$ cat src/rtl/cardinal_nic_mq_pkg.sv
// cardinal_nic_mq_pkg: register address codes, VC bit index and status field widths shared by the NIC and its benches
package cardinal_nic_mq_pkg;
  typedef enum logic [1:0] {
    ADDR_RD_IN  = 2'b00,
    ADDR_ST_IN  = 2'b01,
    ADDR_WR_OUT = 2'b10,
    ADDR_ST_OUT = 2'b11
  } addr_e;
  localparam int VC_BIT = 0;
  localparam int CNT_W = 8;
endpackage

$ cat src/rtl/cardinal_nic_mq_fifo.sv
// nic_fifo: circular FIFO with occupancy count; a full FIFO rejects pushes even when popped in the same cycle
module nic_fifo #(
  parameter int WIDTH = 64,
  parameter int DEPTH = 4,
  localparam int AW = $clog2(DEPTH),
  localparam int CW = $clog2(DEPTH + 1)
) (
  input  logic             clk,
  input  logic             rst,
  input  logic             push,
  input  logic             pop,
  input  logic [WIDTH-1:0] din,
  output logic [WIDTH-1:0] head,
  output logic             full,
  output logic             empty,
  output logic [CW-1:0]    count
);
  logic [WIDTH-1:0] mem [DEPTH];
  logic [AW-1:0] wp, rp;
  logic do_push, do_pop;
  assign full = count == CW'(DEPTH);
  assign empty = count == '0;
  assign do_push = push & ~full;
  assign do_pop = pop & ~empty;
  assign head = mem[rp];
  always_ff @(posedge clk or posedge rst)
    if (rst) begin
      wp <= '0;
      rp <= '0;
      count <= '0;
    end else begin
      wp <= do_push ? wp + AW'(1) : wp;
      rp <= do_pop ? rp + AW'(1) : rp;
      count <= count + CW'(do_push) - CW'(do_pop);
    end
  always_ff @(posedge clk)
    if (do_push) mem[wp] <= din;
endmodule

$ cat src/rtl/cardinal_nic_mq.sv
// cardinal_nic_mq: PE/ring NIC with an input FIFO and per-VC output FIFOs selected by router polarity
module cardinal_nic_mq
  import cardinal_nic_mq_pkg::*;
#(
  parameter int PACKET_SIZE = 64,
  parameter int IN_DEPTH = 4,
  parameter int OUT_DEPTH = 4
) (
  input  logic                   clk,
  input  logic                   reset,
  input  logic [0:1]             addr,
  input  logic [0:PACKET_SIZE-1] d_in,
  output logic [0:PACKET_SIZE-1] d_out,
  input  logic                   nicEn,
  input  logic                   nicEnWr,
  input  logic                   net_si,
  output logic                   net_ri,
  input  logic [0:PACKET_SIZE-1] net_di,
  output logic                   net_so,
  input  logic                   net_ro,
  output logic [0:PACKET_SIZE-1] net_do,
  input  logic                   net_polarity
);
  localparam int IW = $clog2(IN_DEPTH + 1);
  localparam int OW = $clog2(OUT_DEPTH + 1);
  addr_e a;
  logic rd_in, st_in_rd, wr_out, st_out_rd, vc, drop_now, drop;
  logic in_full, in_empty, vc0_full, vc0_empty, vc1_full, vc1_empty;
  logic [IW-1:0] in_cnt;
  logic [OW-1:0] vc0_cnt, vc1_cnt;
  logic [PACKET_SIZE-1:0] in_head, vc0_head, vc1_head, st_in, st_out;
  assign a = addr_e'(addr);
  assign rd_in = nicEn & ~nicEnWr & (a == ADDR_RD_IN);
  assign st_in_rd = nicEn & ~nicEnWr & (a == ADDR_ST_IN);
  assign wr_out = nicEn & nicEnWr & (a == ADDR_WR_OUT);
  assign st_out_rd = nicEn & ~nicEnWr & (a == ADDR_ST_OUT);
  assign vc = d_in[VC_BIT];
  assign drop_now = wr_out & (vc ? vc1_full : vc0_full);
  assign net_ri = ~reset & ~in_full;
  assign net_so = ~reset & net_ro & (net_polarity ? ~vc0_empty : ~vc1_empty);
  assign net_do = net_polarity ? (vc0_empty ? '0 : vc0_head) : (vc1_empty ? '0 : vc1_head);
  // Status words are built LSB-first, so the last d_out bit is the nonempty/vc0_full flag
  assign st_in = PACKET_SIZE'({CNT_W'(in_cnt), in_full, ~in_empty});
  assign st_out = PACKET_SIZE'({CNT_W'(vc1_cnt), CNT_W'(vc0_cnt), drop, vc1_full, vc0_full});
  always_comb
    d_out = rd_in ? (in_empty ? '0 : in_head) :
            st_in_rd ? st_in :
            st_out_rd ? st_out : '0;
  // A drop in the same cycle as a status read keeps the flag set
  always_ff @(posedge clk or posedge reset)
    if (reset) drop <= 1'b0;
    else drop <= drop_now | (drop & ~st_out_rd);
  nic_fifo #(.WIDTH(PACKET_SIZE), .DEPTH(IN_DEPTH)) u_in (
    .clk(clk), .rst(reset), .push(net_si & net_ri), .pop(rd_in), .din(net_di),
    .head(in_head), .full(in_full), .empty(in_empty), .count(in_cnt)
  );
  nic_fifo #(.WIDTH(PACKET_SIZE), .DEPTH(OUT_DEPTH)) u_vc0 (
    .clk(clk), .rst(reset), .push(wr_out & ~vc), .pop(net_so & net_polarity), .din(d_in),
    .head(vc0_head), .full(vc0_full), .empty(vc0_empty), .count(vc0_cnt)
  );
  nic_fifo #(.WIDTH(PACKET_SIZE), .DEPTH(OUT_DEPTH)) u_vc1 (
    .clk(clk), .rst(reset), .push(wr_out & vc), .pop(net_so & ~net_polarity), .din(d_in),
    .head(vc1_head), .full(vc1_full), .empty(vc1_empty), .count(vc1_cnt)
  );
endmodule
$ cat config.mk
export PLATFORM = sky130hd
export DESIGN_NAME = cardinal_nic_mq
export DESIGN_NICKNAME = d
export VERILOG_FILES = /design/src/rtl/cardinal_nic_mq_pkg.sv /design/src/rtl/cardinal_nic_mq_fifo.sv /design/src/rtl/cardinal_nic_mq.sv
export SDC_FILE = /design/constraint.sdc
export NUM_CORES = 1
export LEC_CHECK = 0
export CAP_MARGIN = 10
export CORE_MARGIN = 5
export CORE_UTILIZATION = 40
export CTS_CLUSTER_DIAMETER = 60
export DETAILED_ROUTE_END_ITERATION = 10
export GPL_ROUTABILITY_DRIVEN = 0
export PLACE_DENSITY = 0.61
export SLEW_MARGIN = 20
export SYNTH_ARGS = -nofsm -noshare
export SYNTH_HDL_FRONTEND = slang
export SYNTH_SLANG_ARGS = --single-unit
$ cat constraint.sdc
create_clock -name clk -period 4.3 [get_ports clk]
set_input_delay 0.645 -clock clk [delete_from_list [all_inputs] [get_ports clk]]
set_output_delay 0.645 -clock clk [all_outputs]
set_load 0.05 [all_outputs]
==> impl_results.md, run 1 <==
- PwrDens: 628 mW/mm2
- Status: complete, no violations
- DRT Pass-1 Iters: 4
- Crit-path max FO: 24
- Sequential power share: 0.396
- DP Worst Slack: 594 ps
- Worst Tran Pin Value: 612 ps
- EDFF count, synth: 768
- Syn Area/Cell: 23.5 um2
- Total power: 23.5 mW
- # nets final: 1783
- CTS sink cnt: 790
- Crit path launch type: register
- Synth Warn #: 0
- TritonCTS clock tree: yes
- Synthesized area: 0.0302 mm2
- Vias in the first global route: 15470
- Syn_nets: 1442
- RSZ-0062 raised after global routing: false
- CP endpoint kind: output port
- Slew headroom: 0.590
- # setup viols final: 0
- Post-synth top flop: edfxtp_1
- Chip Width: 285 um
- Mapped Cells: 1284
- Peak supply drop: 329 uV
- Comb pwr share: 0.280
- Worst Hold Class: reg -> reg
- Initial Util: 0.405
- H-tree levels: 3
- Setup ws final: 376 ps
- Antenna-violating nets left: 0
- Crit-path leading delay family: buffers and inverters
- Met3 WL: 4960 um
- Clock share of power: 0.325
- Worst r2r src: u_in.count[1]
- Post-synthesis adder-cell area fraction: 0.00946
- Worst skew pair latency: 610 ps
- DIE AREA: 0.0810 mm2
- Highest metal used: met5
- DR vias/cell: 5.36
- Synth Register Bits: 790
- Pins over their slew limit: 0
- Residual overflow from global routing: 0
- CP Class: reg -> out
- Initial DRC Count: 1067
- Lkg Pwr: 12.3 nW
- Ys async rst share: 0.0278
- Postcts setup bufs: 0
- Crit-path cells: buf_4 > mux4_2 > and3_1 > clkdlybuf4s50_1
- CP max-delay cell: dfrtp_4
- Met1 wire length: 28800 um
- Core Util, Final: 0.502
- Worst Reg-to-Reg Cells: 10
- Post-detail-place hpwl: 40600 um
- Max_cap viols: 0
- Switching pwr: 7.01 mW
- Critical R2R Capture: u_in.count[2]
- Core outline area: 0.0746 mm2
- Final Cell Area: 0.0375 mm2
- CP max stage delay: 770 ps
- WL final: 68600 um
- Sw frac: 0.298
- Synth-to-layout area growth: 24.1%
- Register area share after synthesis: 0.783
- Crit. Startpoint: u_in.rp[0]
- XOR/XNOR Fraction of Synth Area: 0.00435
- DR DRC count: 0
- CTS root buf: clkbuf_16
- Hold bufs inserted after CTS: 0
- Buf/Inv on CP: 2
- Fin. Hold Viols: 0
- Mux share of post-synthesis cell area: 0.146
- # rows: 100
- Fin crit period: 3920 ps
- Die height: 285 um
- Critical Path RT: 3650 ps
- Critical Path Stages: 4
- Vias: 14281
- Share of cells above drive strength 1: 0.249
- DR WL/cell: 25.7 um
- I/O Buffers: 266
- Fmax: 255 MHz
- First-pass GRT wire length: 102000 um
- Simple-gate share of the synthesized area: 0.0202
- Setup Skew: 17.5 ps
- Fin crit share: 0.912
- Post-CTS Resized: 0
- Reg2Reg Setup Slack: 1530 ps
- Crit path DAT: 3280 ps
- Antenna violations before repair: 8
- Met2 wire length: 33400 um
- Dpl cell area: 0.0345 mm2
- GRT Total Usage: 0.168
- Setup TNS: 0 ps
- Largest net degree at the start of global routing: 68
- Largest family of logic cells by synthesized area: multiplexers
- TritonCTS Buffers: 85
- Clk buf depth: 3
- Num ports: 267
- Critical path destination: d_out[0]
- CTS clock-pin slew for the worst setup and hold paths: 60 ps
- Synth unique cells: 39
- Cell Int Power: 16.5 mW
- Synth Area in Compound Gates: 0.0223
==> stage by stage <==
stage	std cells	hold WS, ps
floorplan	1284	482
global placement	2507	545
detailed placement	2507	564
CTS	2663	569
global route	2663	603
finish	2665	566
==> synth_stat cells, types with 2 or more instances <==
library cell / count / share of area
dfrtp_1: 22 / 0.018
buf_2: 16 / 0.0027
ha_1: 18 / 0.0075
fa_1: 3 / 0.0020
xor2_1: 6 / 0.0017
nor2_1: 2 / 0.00025
inv_1: 20 / 0.0025
nor3_1: 2 / 0.00033
nor3b_2: 2 / 0.00083
and3_1: 56 / 0.012
nor3b_1: 4 / 0.0010
buf_1: 6 / 0.00075
and2_1: 13 / 0.0027
mux2i_1: 5 / 0.0017
mux2_2: 3 / 0.0011
edfxtp_1: 768 / 0.76
buf_4: 9 / 0.0022
clkbuf_1: 30 / 0.0037
a22o_1: 68 / 0.020
buf_6: 7 / 0.0026
mux4_2: 192 / 0.14
clkbuf_2: 3 / 0.00050
o2bb2ai_1: 5 / 0.0015
xnor2_1: 9 / 0.0026
==> metal layers <==
metal / GRT usage / vias up
met2: 0.273 / 456
li1: - / 6161
met1: 0.229 / 7549
met3: 0.0493 / 105
met5: 0 / -
met4: 0.0363 / 10
==> sequential cells by signal, summed over array words and instances (netlist names) <==
signal,cells
drop,1
u_in.count,3
u_in.mem,256
u_in.rp,2
u_in.wp,2
u_vc0.count,3
u_vc0.mem,256
u_vc0.rp,2
u_vc0.wp,2
u_vc1.count,3
u_vc1.mem,256
u_vc1.rp,2
u_vc1.wp,2
==> cell type report <==
| class | count | area (um2) |
|---|---|---|
| Multi-Input combinational cell | 403 | 6140 |
| Clock inverter | 57 | 758 |
| Clock buffer | 99 | 2200 |
| Inverter | 20 | 75.1 |
| Fill cell | 5926 | 37100 |
| Tap cell | 969 | 1210 |
| Timing Repair Buffer | 325 | 3430 |
| Sequential cell | 790 | 23600 |
| Antenna cell | 2 | 5.00 |
==> worst reg2reg max path: cells and delay by family, from the launching register on <==
kind | cells | cell delay [ps]
xor+xnor | 2 | 270
buf+inv | 3 | 360
fa+ha+maj | 3 | 850
flops | 1 | 450
simple gates | 2 | 710
==> cells in the final DEF (no fill, tap or decap), drive strengths merged, types with 2 or more instances in the layout <==
cell type | Yosys | layout
a22o | 68 | 68
and2 | 13 | 13
and3 | 56 | 56
buf | 38 | 74
bufinv | 0 | 17
clkbuf | 33 | 99
clkdlybuf4s50 | 0 | 251
clkinv | 0 | 33
clkinvlp | 0 | 3
dfrtp | 22 | 22
diode | 0 | 2
edfxtp | 768 | 768
fa | 3 | 3
ha | 18 | 18
inv | 20 | 24
mux2 | 3 | 3
mux2i | 5 | 5
mux4 | 192 | 192
nor2 | 2 | 2
nor3 | 3 | 3
nor3b | 6 | 6
nor4b | 2 | 2
o2bb2ai | 5 | 5
xnor2 | 9 | 9
xor2 | 6 | 6
==> logic make-up after synthesis <==
logic type,after synthesis
compound gates,77
xor+xnor,15
fa+ha+maj,21
buf+inv,91
flops,790
mux,200
simple gates,90
==> worst min-delay path by stage <==
| stage | start | end | cells after the start |
|---|---|---|---|
| 2_1_floorplan | u_vc1.count[2] | u_vc1.count[2] | 1 |
| 3_3_place_gp | drop | drop | 2 |
| 3_5_place_dp | u_vc1.wp[1] | u_vc1.wp[1] | 1 |
| 4_1_cts | reset | u_vc1.count[0] | 3 |
| 5_1_grt | drop | drop | 2 |
| 6_report | u_vc1.wp[1] | u_vc1.wp[1] | 1 |
==> power by group through the flow <==
| stage | registers (mW) | logic [mW] | clock network [mW] |
|---|---|---|---|
| after floorplan | 9.20 | 4.77 | 0 |
| after CTS | 9.33 | 6.71 | 7.83 |
| after global routing | 9.36 | 6.97 | 8.19 |
| final | 9.31 | 6.58 | 7.63 |
| after global placement | 9.46 | 6.67 | 0 |
| after detailed placement | 9.48 | 6.68 | 0 |
Power figures use the tool's default switching activity.
==> inputs of run 2 (changes only) <==
--- a/config.mk
+++ b/config.mk
@@ -7,11 +7,11 @@
 export LEC_CHECK = 0
 export CAP_MARGIN = 10
 export CORE_MARGIN = 5
-export CORE_UTILIZATION = 40
+export CORE_UTILIZATION = 50
 export CTS_CLUSTER_DIAMETER = 60
 export DETAILED_ROUTE_END_ITERATION = 10
 export GPL_ROUTABILITY_DRIVEN = 0
-export PLACE_DENSITY = 0.61
+export PLACE_DENSITY = 0.73
 export SLEW_MARGIN = 20
 export SYNTH_ARGS = -nofsm -noshare
 export SYNTH_HDL_FRONTEND = slang
==> run 2 against run 1 <==
Clock skew is 3.5 ps higher. Highest routed layer unchanged. Non-clock buffer count is 1 higher. Global-route usage is 2.5 points higher. Largest power group unchanged. Hold slack worse by 14 ps. Register-to-register slack better by 40 ps. Critical path type unchanged.
==> impl_results.md, run 2 (synthesis gave the netlist of run 1 again) <==
- Setup ws final: 375 ps (-1.35 ps)
- Setup TNS: 0 ps (unchanged)
- Crit path DAT: 3280 ps (about the same)
- First-pass GRT wire length: 96000 um (-6.2%)
- Hold path endpoint: drop
- # nets final: 1779 (-0.22%)
- Top Registers: u_in.mem (256), u_vc0.mem (256), u_vc1.mem (256)
- DR DRC count: 0 (unchanged)
- Core outline area: 0.0600 mm2 (-20%)
- Post-detail-place hpwl: 37900 um (-6.5%)
- Num ports: 267 (unchanged)
- Hold bufs inserted after CTS: 0 (unchanged)
- H-tree levels: 3 (unchanged)
- Initial DRC Count: 1131 (+6.0%)
- TritonCTS clock tree: yes
- Fin crit share: 0.913 (about the same)
- Post-CTS Resized: 0 (unchanged)
- Dpl cell area: 0.0342 mm2 (-0.77%)
- Share of cells above drive strength 1: 0.237 (-0.0111)
- Lkg Pwr: 12.1 nW (-1.5%)
- Setup Skew: 21.0 ps (+3.55 ps)
- I/O Buffers: 266 (unchanged)
- Clk buf depth: 3 (unchanged)
- Placed Instances: 2321 (-7.4%)
- Worst r2r src: u_vc0.count[1]
- Status: complete, no violations
- CP Class: reg -> out
- DRT Pass-1 Iters: 4 (unchanged)
- # setup viols final: 0 (unchanged)
- Fmax: 255 MHz (about the same)
- Antenna-violating nets left: 0 (unchanged)
- Max_cap viols: 0 (unchanged)
- Fin crit period: 3930 ps (+1.35 ps)
- Most frequent cells in the layout: edfxtp_1, clkdlybuf4s50_1, mux4_2
- CP max stage delay: 890 ps (+120 ps)
- Initial Util: 0.503 (+0.0981)
- DR WL/cell: 25.5 um (-0.82%)
- CTS clock-pin slew for the worst setup and hold paths: 60 ps (about the same)
- Crit-path cells: buf_4 > mux4_2 > and3_1 > clkdlybuf4s50_1
- Worst Hold Class: reg -> reg
- CP max-delay cell: dfrtp_4
- Hold Startpoint: drop
- WL final: 63000 um (-8.1%)
- CTS sink cnt: 790 (unchanged)
- Worst Tran Pin Value: 736 ps (+124 ps)
- Worst skew pair latency: 620 ps (about the same)
- Antenna violations before repair: 8 (unchanged)
- Pins over their slew limit: 0 (unchanged)
- Reg2Reg Setup Slack: 1570 ps (+40 ps)
- Critical Path RT: 3650 ps (about the same)
- Commonest non-fill, non-tap cell in the layout: edfxtp_1
- Vias in the first global route: 15349 (-0.78%)
- DR vias/cell: 5.75 (+7.4%)
- Synth-to-layout area growth: 22.2%
- Postcts setup bufs: 0 (unchanged)
- DIE AREA: 0.0653 mm2 (-19%)
- CTS root buf: clkbuf_16
- CP endpoint kind: output port
- PwrDens: 615 mW/mm2 (-2.1%)
- Largest net degree at the start of global routing: 66 (-2.9%)
- Non-filler cells in the finished layout: 2470 (-7.3%)
- Crit path launch type: register
- Die height: 256 um (-10%)
- RSZ-0062 raised after global routing: false
- Hold Path Stages: 2 (+1)
- Chip Width: 256 um (-10%)
- Final Cell Area: 0.0369 mm2 (-1.6%)
- Crit-path max FO: 35 (+46%)
- Slew headroom: 0.507 (-0.0832)
- Residual overflow from global routing: 0 (unchanged)
- Vias: 14213 (-0.48%)
- TritonCTS Buffers: 80 (-5.9%)
- DP Worst Slack: 648 ps (+54.5 ps)
- Peak supply drop: 361 uV (+9.7%)
- Fin. Hold Viols: 0 (unchanged)
- Fillers: 4084 (-31%)
- # rows: 90 (-10%)
- GRT Total Usage: 0.193 (+0.0249)
- Worst Reg-to-Reg Cells: 10 (unchanged)
- Critical R2R Capture: u_vc0.count[2]
run 2: cell types whose count changed in the layout (fill, tap and decap cells not counted), moves of 4 or more:
| cell | before | now |
|---|---|---|
| clkdlybuf4s50_1 | 251 | 265 |
| bufinv_16 | 17 | 8 |
| buf_4 | 45 | 38 |
| buf_12 | 29 | 23 |
| clkbuf_16 | 86 | 82 |
| inv_8 | 0 | 4 |
run 2: how the worst max path moves through the flow:
stage,slack [ps],depth (start not counted),startpoint,to
after global routing,160,4,u_in.rp[0],d_out[47]
after detailed placement,650,5,addr[0],d_out[59]
after floorplan,970,4,addr[0],u_vc1.mem[0][0]
after global placement,680,5,net_polarity,net_do[29]
final,370,4,u_in.rp[0],d_out[47]
after CTS,260,4,u_in.rp[0],d_out[47]
run 2: cell type report:
type	count	area (um2)	share of cell area
antenna	3	7.51	0.000204
clock buffer	97	2120	0.0575
clock inverter	49	520	0.0141
inverter	20	75.1	0.00204
multi-input combinational	403	6140	0.166
sequential	790	23600	0.641
tap	782	978	0.0265
timing repair buffer	326	3400	0.0922
run 2: critical path, delay by kind of cell, from the launching register on:
| kind | cells | cell delay (ps) |
|---|---|---|
| buf+inv | 2 | 1000 |
| flops | 1 | 890 |
| mux | 1 | 560 |
| simple gates | 1 | 210 |
run 2: power breakdown:
part / internal [mW] / leakage, nW / switching, mW / total (mW)
Clock: 4.04 / 1.29 / 2.84 / 6.88
Combinational: 2.91 / 3.66 / 3.45 / 6.36
Sequential: 8.92 / 7.18 / 0.507 / 9.42
Total: 15.9 / 12.1 / 6.79 / 22.7
run 2: metrics by stage:
step           hold WS [ps]  utilization  power, mW
2_1_floorplan           482            -       14.0
3_3_place_gp            537        0.570       16.0
3_5_place_dp            542        0.570       16.1
4_1_cts                 548        0.614       23.0
5_1_grt                 582        0.614       23.6
6_report                552        0.614       22.7
run 2: layer usage:
metal,vias to the layer above,GRT usage,wire length (um)
li1,6143,-,-
met1,7462,0.271,26200
met2,536,0.308,31000
met3,62,0.0530,5050
met4,10,0.0471,787
met5,-,0,71
==> inputs of run 3 (changes only) <==
--- a/config.mk
+++ b/config.mk
@@ -10,9 +10,8 @@
 export CORE_UTILIZATION = 50
 export CTS_CLUSTER_DIAMETER = 60
 export DETAILED_ROUTE_END_ITERATION = 10
-export GPL_ROUTABILITY_DRIVEN = 0
+export GPL_ROUTABILITY_DRIVEN = 1
 export PLACE_DENSITY = 0.73
-export SLEW_MARGIN = 20
 export SYNTH_ARGS = -nofsm -noshare
 export SYNTH_HDL_FRONTEND = slang
 export SYNTH_SLANG_ARGS = --single-unit
==> results of run 3 <==
The final DEF is identical to that of run 2; final timing and power are the same.
